File: src/rtl/nes_joypad_port_if.sv
// Bus between the controller reader / CPU core and one NES joypad port.
// CPU_WR and CPU_RD are single-cycle pulses with no back-pressure; CPU_DOUT is valid every cycle.
interface nes_joypad_port_if;
    logic [15:0] BUTTONS;
    logic        CPU_WR;
    logic        CPU_DIN;
    logic        CPU_RD;
    logic        CPU_DOUT;
    logic [7:0]  NES_BUTTONS;

    modport master (
        output BUTTONS,
        output CPU_WR,
        output CPU_DIN,
        output CPU_RD,
        input  CPU_DOUT,
        input  NES_BUTTONS
    );

    modport slave (
        input  BUTTONS,
        input  CPU_WR,
        input  CPU_DIN,
        input  CPU_RD,
        output CPU_DOUT,
        output NES_BUTTONS
    );
endinterface

File: src/rtl/nes_joypad_port.sv
// SNES-to-NES button mapper with turbo, exposed as a $4016-style strobe/serial-read register.
module nes_joypad_port #(
    parameter int   TURBO_HALF = 833333,
    parameter logic FILL_BIT   = 1'b1
) (
    input logic               CLOCK,
    input logic               RESET,
    nes_joypad_port_if.slave  bus
);
    localparam int             CW   = $clog2(TURBO_HALF + 1);
    localparam logic [CW-1:0]  LAST = CW'(TURBO_HALF - 1);

    logic [CW-1:0] r_turbo_cnt;
    logic          r_phase;
    logic [7:0]    r_nes_buttons;
    logic          r_strobe;
    logic [7:0]    r_shift;

    logic [7:0]    w_map;
    logic          w_new_strobe;
    logic          w_unused;

    assign w_unused = ^{bus.BUTTONS[15:10]};

    // Free-running turbo clock; phase flips on every wrap of the counter.
    always_ff @(posedge CLOCK or posedge RESET) begin
        if (RESET) begin
            r_turbo_cnt <= '0;
            r_phase     <= 1'b0;
        end else if (r_turbo_cnt == LAST) begin
            r_turbo_cnt <= '0;
            r_phase     <= ~r_phase;
        end else begin
            r_turbo_cnt <= r_turbo_cnt + CW'(1);
        end
    end

    always_comb begin
        w_map    = '0;
        w_map[0] = bus.BUTTONS[8] | (bus.BUTTONS[9] & r_phase);
        w_map[1] = bus.BUTTONS[0] | (bus.BUTTONS[1] & r_phase);
        w_map[2] = bus.BUTTONS[2];
        w_map[3] = bus.BUTTONS[3];
        // Opposing directions cancel each other out.
        w_map[4] = bus.BUTTONS[4] & ~bus.BUTTONS[5];
        w_map[5] = bus.BUTTONS[5] & ~bus.BUTTONS[4];
        w_map[6] = bus.BUTTONS[6] & ~bus.BUTTONS[7];
        w_map[7] = bus.BUTTONS[7] & ~bus.BUTTONS[6];
    end

    always_ff @(posedge CLOCK or posedge RESET) begin
        if (RESET) r_nes_buttons <= '0;
        else       r_nes_buttons <= w_map;
    end

    assign w_new_strobe = bus.CPU_WR ? bus.CPU_DIN : r_strobe;

    always_ff @(posedge CLOCK or posedge RESET) begin
        if (RESET)           r_strobe <= 1'b0;
        else if (bus.CPU_WR) r_strobe <= bus.CPU_DIN;
    end

    // A load whenever either the old or new strobe is high beats a read shift.
    always_ff @(posedge CLOCK or posedge RESET) begin
        if (RESET)                          r_shift <= {8{FILL_BIT}};
        else if (r_strobe || w_new_strobe)  r_shift <= r_nes_buttons;
        else if (bus.CPU_RD)                r_shift <= {FILL_BIT, r_shift[7:1]};
    end

    assign bus.CPU_DOUT    = r_shift[0];
    assign bus.NES_BUTTONS = r_nes_buttons;
endmodule

File: src/flat_wrapper.sv
// flat-port wrapper written by rule: the top's interface ports become plain ports
module nes_joypad_port_flat 
#(
    parameter int   TURBO_HALF = 833333,
    parameter logic FILL_BIT   = 1'b1
)
  (CLOCK, RESET, bus_BUTTONS, bus_CPU_WR, bus_CPU_DIN, bus_CPU_RD, bus_CPU_DOUT, bus_NES_BUTTONS);
  nes_joypad_port_if bus_i ();
  input logic CLOCK;
  input logic RESET;
  input wire logic [$bits(bus_i.BUTTONS)-1:0] bus_BUTTONS;
  input wire logic [$bits(bus_i.CPU_WR)-1:0] bus_CPU_WR;
  input wire logic [$bits(bus_i.CPU_DIN)-1:0] bus_CPU_DIN;
  input wire logic [$bits(bus_i.CPU_RD)-1:0] bus_CPU_RD;
  output wire logic [$bits(bus_i.CPU_DOUT)-1:0] bus_CPU_DOUT;
  output wire logic [$bits(bus_i.NES_BUTTONS)-1:0] bus_NES_BUTTONS;
  assign bus_i.BUTTONS = bus_BUTTONS;
  assign bus_i.CPU_WR = bus_CPU_WR;
  assign bus_i.CPU_DIN = bus_CPU_DIN;
  assign bus_i.CPU_RD = bus_CPU_RD;
  assign bus_CPU_DOUT = bus_i.CPU_DOUT;
  assign bus_NES_BUTTONS = bus_i.NES_BUTTONS;
  nes_joypad_port #(.TURBO_HALF(TURBO_HALF), .FILL_BIT(FILL_BIT)) u_core (.CLOCK(CLOCK), .RESET(RESET), .bus(bus_i));
endmodule
File: config.mk
export PLATFORM = sky130hd
export DESIGN_NAME = nes_joypad_port_flat
export DESIGN_NICKNAME = d
export VERILOG_FILES = /design/src/rtl/nes_joypad_port_if.sv /design/src/rtl/nes_joypad_port.sv /design/src/flat_wrapper.sv
export SDC_FILE = /design/constraint.sdc
export NUM_CORES = 1
export LEC_CHECK = 0
export BUFFER_PORTS_ARGS = -buffer_cell sky130_fd_sc_hd__buf_4
export CORE_MARGIN = 3
export CORE_UTILIZATION = 49
export CTS_BUF_LIST = sky130_fd_sc_hd__clkbuf_16
export CTS_CLUSTER_DIAMETER = 100
export DETAILED_ROUTE_END_ITERATION = 16
export PLACE_DENSITY = 0.74
export SYNTH_ARGS = -nofsm -noshare
export SYNTH_HDL_FRONTEND = slang
export SYNTH_SLANG_ARGS = --single-unit
File: constraint.sdc
create_clock -name CLOCK -period 1.6 [get_ports CLOCK]
set_input_delay 0.16 -clock CLOCK [delete_from_list [all_inputs] [get_ports CLOCK]]
set_output_delay 0.16 -clock CLOCK [all_outputs]
set_load 0.01 [all_outputs]
==> impl_metrics.tcl, run 1 <==
set metrics [dict create \
    grt_pass1_vias 1149 \
    cts_made_buffers 5 \
    drt.antenna.violating_nets 0 \
    crit_buf_inv 1 \
    grt_overflow 0 \
    outcome "complete, but fails checks" \
    cp_max_fo 4 \
    cp.required_ps 1800 \
    io_buffers 23 \
    coreArea_mm2 0.00315 \
    yosysWarnings 0 \
    cap_viol_max_count 0 \
    rsz0062_at_grt "yes" \
    drt_pass1_iterations 4 \
    synthTopCellsByCount "30 x dfrtp_1, 25 x nor2_1, 11 x xnor2_1" \
    syn_nets 173 \
    die_x_um 64.4 \
    dieArea_mm2 0.00415 \
    cts_tree "yes" \
    synth_edf_count 0 \
    skew_ps 1.54 \
    num_rows 20 \
    synthArstFlopShare 1.00 \
    synth.largest_area_cell "dfrtp_1" \
    syn_area_mm2 0.00167 \
    syn_area_per_cell_um2 11.1 \
    dp_hpwl_mm 2.33 \
    period_share 1.02 \
    num_antenna_cells 0 \
    relSlewSlack 0.695 \
    grt_pass1_wl_mm 5.15 \
    clock_latency_ps 270 \
    initial_utilization 0.530 \
    path_cells "or4_4 -> nor4_4 -> buf_4 -> xor2_1" \
    yosysMostFrequentCell "dfrtp_1" \
    ir_drop_mv 0.465 \
    period_needed_ps 1640 \
    leakagePower_nw 1.04 \
    setup_tns_ps -307 \
    reg2reg_from "u_core.r_turbo_cnt[17]" \
    synth_top_area_share 0.449 \
    slowest_stage "or4_4" \
    dp_slack_ps -62.2 \
    synth_cell_type_count 30 \
    drc_errors 0 \
    ios 30 \
    wl_per_cell_um 12.3 \
    antenna_found_initial 0 \
    critPathArrivalTime_ps 1840 \
    h-tree-depth 2 \
    drt-total-wl_mm 2.98 \
    synthCells 150 \
    seq_area_frac_synth 0.575 \
    drive_above_1_share 0.327 \
    max_freq_mhz 611 \
    tightest_slew_ps 457 \
    clk_path_buf_depth 2 \
    hold_class "input port to asynchronous set/reset pin" \
    die_h_um 64.4 \
    layout_setup_ws_ps -36.2 \
    slew_violations 0 \
    yosys_register_bits 38 \
    fin_nets 221 \
    p_total_mw 2.12 \
    root_buffer "clkbuf_16" \
    startpoint "u_core.r_turbo_cnt[17]" \
    setup_violations 11 \
    violations "hold timing, setup timing" \
    clkTransAtPathRegs_ps 50 \
    finalHoldViolations 7 \
    gp_congestion 0.839 \
    holdWs_ps -8.33 \
    vias_per_cell 4.95 \
    start_kind "flop" \
    grt_usage 0.164 \
    cts_resized 0 \
    num_vias 1202 \
    critPathKind "flop to flop" \
    grt_max_degree 39 \
    syn2layout_area_growth_pct 30.9 \
    yosys-top-cells-area "dfrtp_1 45%, dfstp_2 13%, xnor2_1 5.8%, nor2_1 5.6%, mux2i_1 4.2%" \
    crit_family "simple AND/OR/NAND/NOR gates" \
    synthFlopType "dfrtp_1" \
    endpoint_kind "flop" \
    clock-sinks 38 \
    slowest_delay_ps 540 \
    power_density_mw_per_mm2 968 \
    drtIter0Drc 51 \
]
layout make-up:
type	instances	area (um2)
multi-input cells	102	668
clock inverters	3	16.3
inverters	7	26.3
repair buffers	44	335
fillers	252	966
flip-flops and latches	38	961
well taps	44	55.1
clock buffers	5	125
cells by family (layout without fill, tap and decap cells):
logic type	Yosys count	in the layout	share of synthesized area
and+or+nand+nor	61	61	0.197
DFF	38	38	0.575
xor gates and xnor gates	17	17	0.0891
AOI/OAI and AO/OA	14	14	0.0479
buffers and inverters	10	59	0.0270
muxes	8	8	0.0487
adders and majority gates	2	2	0.0150
state kept, by name, summed over array words and instances (netlist names):
register and count:
u_core.r_turbo_cnt 20, u_core.bus.NES_BUTTONS 8, u_core.r_shift 8, u_core.r_phase 1, u_core.r_strobe 1
layer usage:
metal  global-route usage  wire [um]  vias up
li1                     -          -      604
met3               0.0422        106        3
met5                    0          0        -
met1                0.188       1200      572
met4               0.0475         27        0
met2                0.298       1650       23
timing repair:
| item | CTS | global route |
|---|---|---|
| pin swaps | 1 | 0 |
| hold buffers | 2 | 0 |
| setup buffers | 0 | 1 |
| hold endpoints to repair | 2 | 0 |
| endpoints found under the setup margin | 14 | 15 |
stage by stage:
step | cells | utilization | cell area, um2
2_1_floorplan | 150 | - | 1670
3_3_place_gp | 232 | 0.640 | 2020
3_5_place_dp | 232 | 0.640 | 2020
4_1_cts | 242 | 0.691 | 2180
5_1_grt | 243 | 0.694 | 2190
6_report | 243 | 0.694 | 2190
layout by cell type (no fill, tap or decap), drive strengths merged, types with 2 or more instances in the layout:
master | Yosys | final
mux2i | 7 | 7
nor3 | 5 | 5
nand4 | 5 | 5
clkinv | 0 | 2
dfstp | 8 | 8
ha | 2 | 2
dfrtp | 30 | 30
xor2 | 6 | 6
xnor2 | 11 | 11
buf | 1 | 42
nor2b | 4 | 4
and3 | 3 | 3
dlygate4sd3 | 0 | 2
nand3 | 6 | 6
or4 | 2 | 2
a21o | 2 | 2
nor2 | 25 | 25
inv | 7 | 7
nor4 | 4 | 4
a21oi | 10 | 10
clkbuf | 2 | 5
nand2 | 4 | 4
path summary, 6_finish.rpt:
| check | end | slack (ps) | cells after the start |
|---|---|---|---|
| min in group CLOCK | u_core.bus.NES_BUTTONS[5] | 40 | 2 |
| max in group asynchronous | u_core.r_shift[6] | 1260 | 3 |
| setup / recovery | u_core.r_phase | -40 | 4 |
| hold reg to reg | u_core.r_phase | 500 | 1 |
| hold / removal | u_core.r_turbo_cnt[9] | -8 | 3 |
| setup reg to reg | u_core.r_phase | -40 | 4 |
worst register-to-register path, delay by kind of cell, from the launching register on:
kind          cells  cell delay, ps
flops             1             390
simple gates      2             860
buf+inv           1             180
xor+xnor          1             130
power breakdown:
part / internal [mW] / switching, mW / total (mW)
registers: 1.03 / 0.0216 / 1.05
clock network: 0.567 / 0.347 / 0.914
logic: 0.0802 / 0.0755 / 0.156
Note: power is estimated with default switching activity, not from simulation.
==> run 2: changes to the inputs <==
--- a/config.mk
+++ b/config.mk
@@ -12,4 +12,5 @@
 export CTS_CLUSTER_DIAMETER = 100
 export DETAILED_ROUTE_END_ITERATION = 16
+export HOLD_SLACK_MARGIN = 0.02
 export PLACE_DENSITY = 0.74
 export SYNTH_ARGS = -nofsm -noshare
==> constraint.sdc (replaced) <==
create_clock -name CLOCK -period 1.6 [get_ports CLOCK]
set_input_delay 0.4 -clock CLOCK [delete_from_list [all_inputs] [get_ports CLOCK]]
set_output_delay 0.4 -clock CLOCK [all_outputs]
set_load 0.01 [all_outputs]
==> run 2 against run 1 <==
The run ends with setup timing left. Clock-buffer cell count unchanged. Sequential power about the same. Die area unchanged. Non-clock buffer count up 7. Largest cell class unchanged. Largest power group is now the clock network.
==> impl_metrics.tcl, run 2 (synthesis results as in run 1) <==
set metrics [dict create \
    critPathKind "flop to flop" \
    period_needed_ps 1690 \
    start_kind "flop" \
    wl_per_cell_um 13.2 \
    coreArea_mm2 0.00315 \
    violations "setup timing" \
    final_cell_mix "51 x buf_4, 30 x dfrtp_1, 25 x nor2_1" \
    r2r-end "u_core.r_phase" \
    ir_drop_mv 0.755 \
    setup_tns_ps -985 \
    dp_slack_ps -71.3 \
    reg2reg_slack_ps -90 \
    antenna_found_initial 0 \
    ios 30 \
    p_total_mw 2.44 \
    grt_pass1_vias 1306 \
    clock_latency_ps 280 \
    final_common_cell "buf_4" \
    fin_area_mm2 0.00230 \
    period_share 1.06 \
    grt_pass1_wl_mm 5.56 \
    clkTransAtPathRegs_ps 50 \
    dieArea_mm2 0.00415 \
    relSlewSlack 0.696 \
    setup_violations 14 \
    rsz0062_at_grt "yes" \
    rr_worst_depth 5 \
    layout_setup_ws_ps -90.0 \
    cp_max_fo 4 \
    largest_reg_flops 20 \
    h-tree-depth 2 \
    max_freq_mhz 592 \
    tightest_slew_ps 456 \
    cap_viol_max_count 0 \
    endpoint_kind "flop" \
    outcome "complete, but fails checks" \
    die_x_um 64.4 \
    num_rows 20 \
    initial_utilization 0.530 \
    grt_overflow 0 \
    drc_errors 0 \
    place_inst 233 \
    hold_class "input port to asynchronous set/reset pin" \
    finalHoldViolations 0 \
    fin_nets 228 \
    grt_max_degree 39 \
    root_buffer "clkbuf_16" \
    final_cells 250 \
    vias_per_cell 5.12 \
    grt_usage 0.179 \
    critPathArrivalTime_ps 1890 \
    drt-total-wl_mm 3.30 \
    num_vias 1280 \
    drive_above_1_share 0.379 \
    dp_hpwl_mm 2.32 \
    reg2reg_from "u_core.r_turbo_cnt[4]" \
    die_h_um 64.4 \
    drt_pass1_iterations 4 \
    clk_path_buf_depth 2 \
    drt.antenna.violating_nets 0 \
    cts_made_buffers 5 \
    gp_congestion 0.802 \
    io_buffers 23 \
    skew_ps 3.88 \
    slew_violations 0 \
    top_register "u_core.r_turbo_cnt" \
    placed_area_mm2 0.00203 \
    syn2layout_area_growth_pct 37.8 \
    power_density_mw_per_mm2 1060 \
    leakagePower_nw 1.10 \
    cts_tree "yes" \
    drtIter0Drc 53 \
    num_antenna_cells 0 \
    clock-sinks 38 \
    cp.required_ps 1800 \
]
## run 2: worst max-delay path, cell delays in order, from the launching register on
cell     delay [ps]
dfrtp_1         390
nand4_1         120
or4_4           450
nor4_4          330
buf_4           190
xor2_1          130
## run 2: cell type report
type | instances | area, um2
multi-input cells | 102 | 687
clock inverters | 3 | 63.8
well taps | 44 | 55.1
flip-flops and latches | 38 | 961
clock buffers | 5 | 125
inverters | 7 | 26.3
fillers | 238 | 852
repair buffers | 51 | 383
## run 2: how the worst max path moves through the flow
stage                           start                     to  slack, ps  depth (start not counted)
6_report        u_core.r_turbo_cnt[4]         u_core.r_phase        -90                          5
5_1_grt         u_core.r_turbo_cnt[5]         u_core.r_phase       -140                          5
4_1_cts        u_core.r_turbo_cnt[16]  u_core.r_turbo_cnt[9]        -60                          4
3_5_place_dp   u_core.r_turbo_cnt[17]  u_core.r_turbo_cnt[9]        -70                          4
3_3_place_gp   u_core.r_turbo_cnt[17]         u_core.r_phase        -30                          4
2_1_floorplan  u_core.r_turbo_cnt[17]  u_core.r_turbo_cnt[1]        -50                          3
## run 2: timing repair
action                                  CTS  global route
pin swaps                                 1             3
hold buffers                              0             0
setup buffers                             2             7
endpoints found under the setup margin   16            17
gates resized for setup                   1             3
## run 2: metal layers
layer  GRT usage  vias to the layer above  share of wire
li1            -                      616              -
met5           0                        -              0
met1       0.184                      623           0.38
met3      0.0510                        8          0.045
met2       0.334                       33           0.55
met4      0.0765                        0          0.022
## run 2: per-stage QoR
| step | util | hold WS [ps] |
|---|---|---|
| finish | 0.730 | 226 |
| global route | 0.730 | 222 |
| CTS | 0.709 | 225 |
| detailed placement | 0.642 | 490 |
| global placement | 0.642 | 477 |
| floorplan | - | 431 |
## run 2: power breakdown
| part | total, mW | internal (mW) | switching [mW] |
|---|---|---|---|
| clock | 1.24 | 0.886 | 0.352 |
| sequential | 1.05 | 1.03 | 0.0232 |
| combinational | 0.151 | 0.0771 | 0.0743 |
| total | 2.44 | 1.99 | 0.449 |
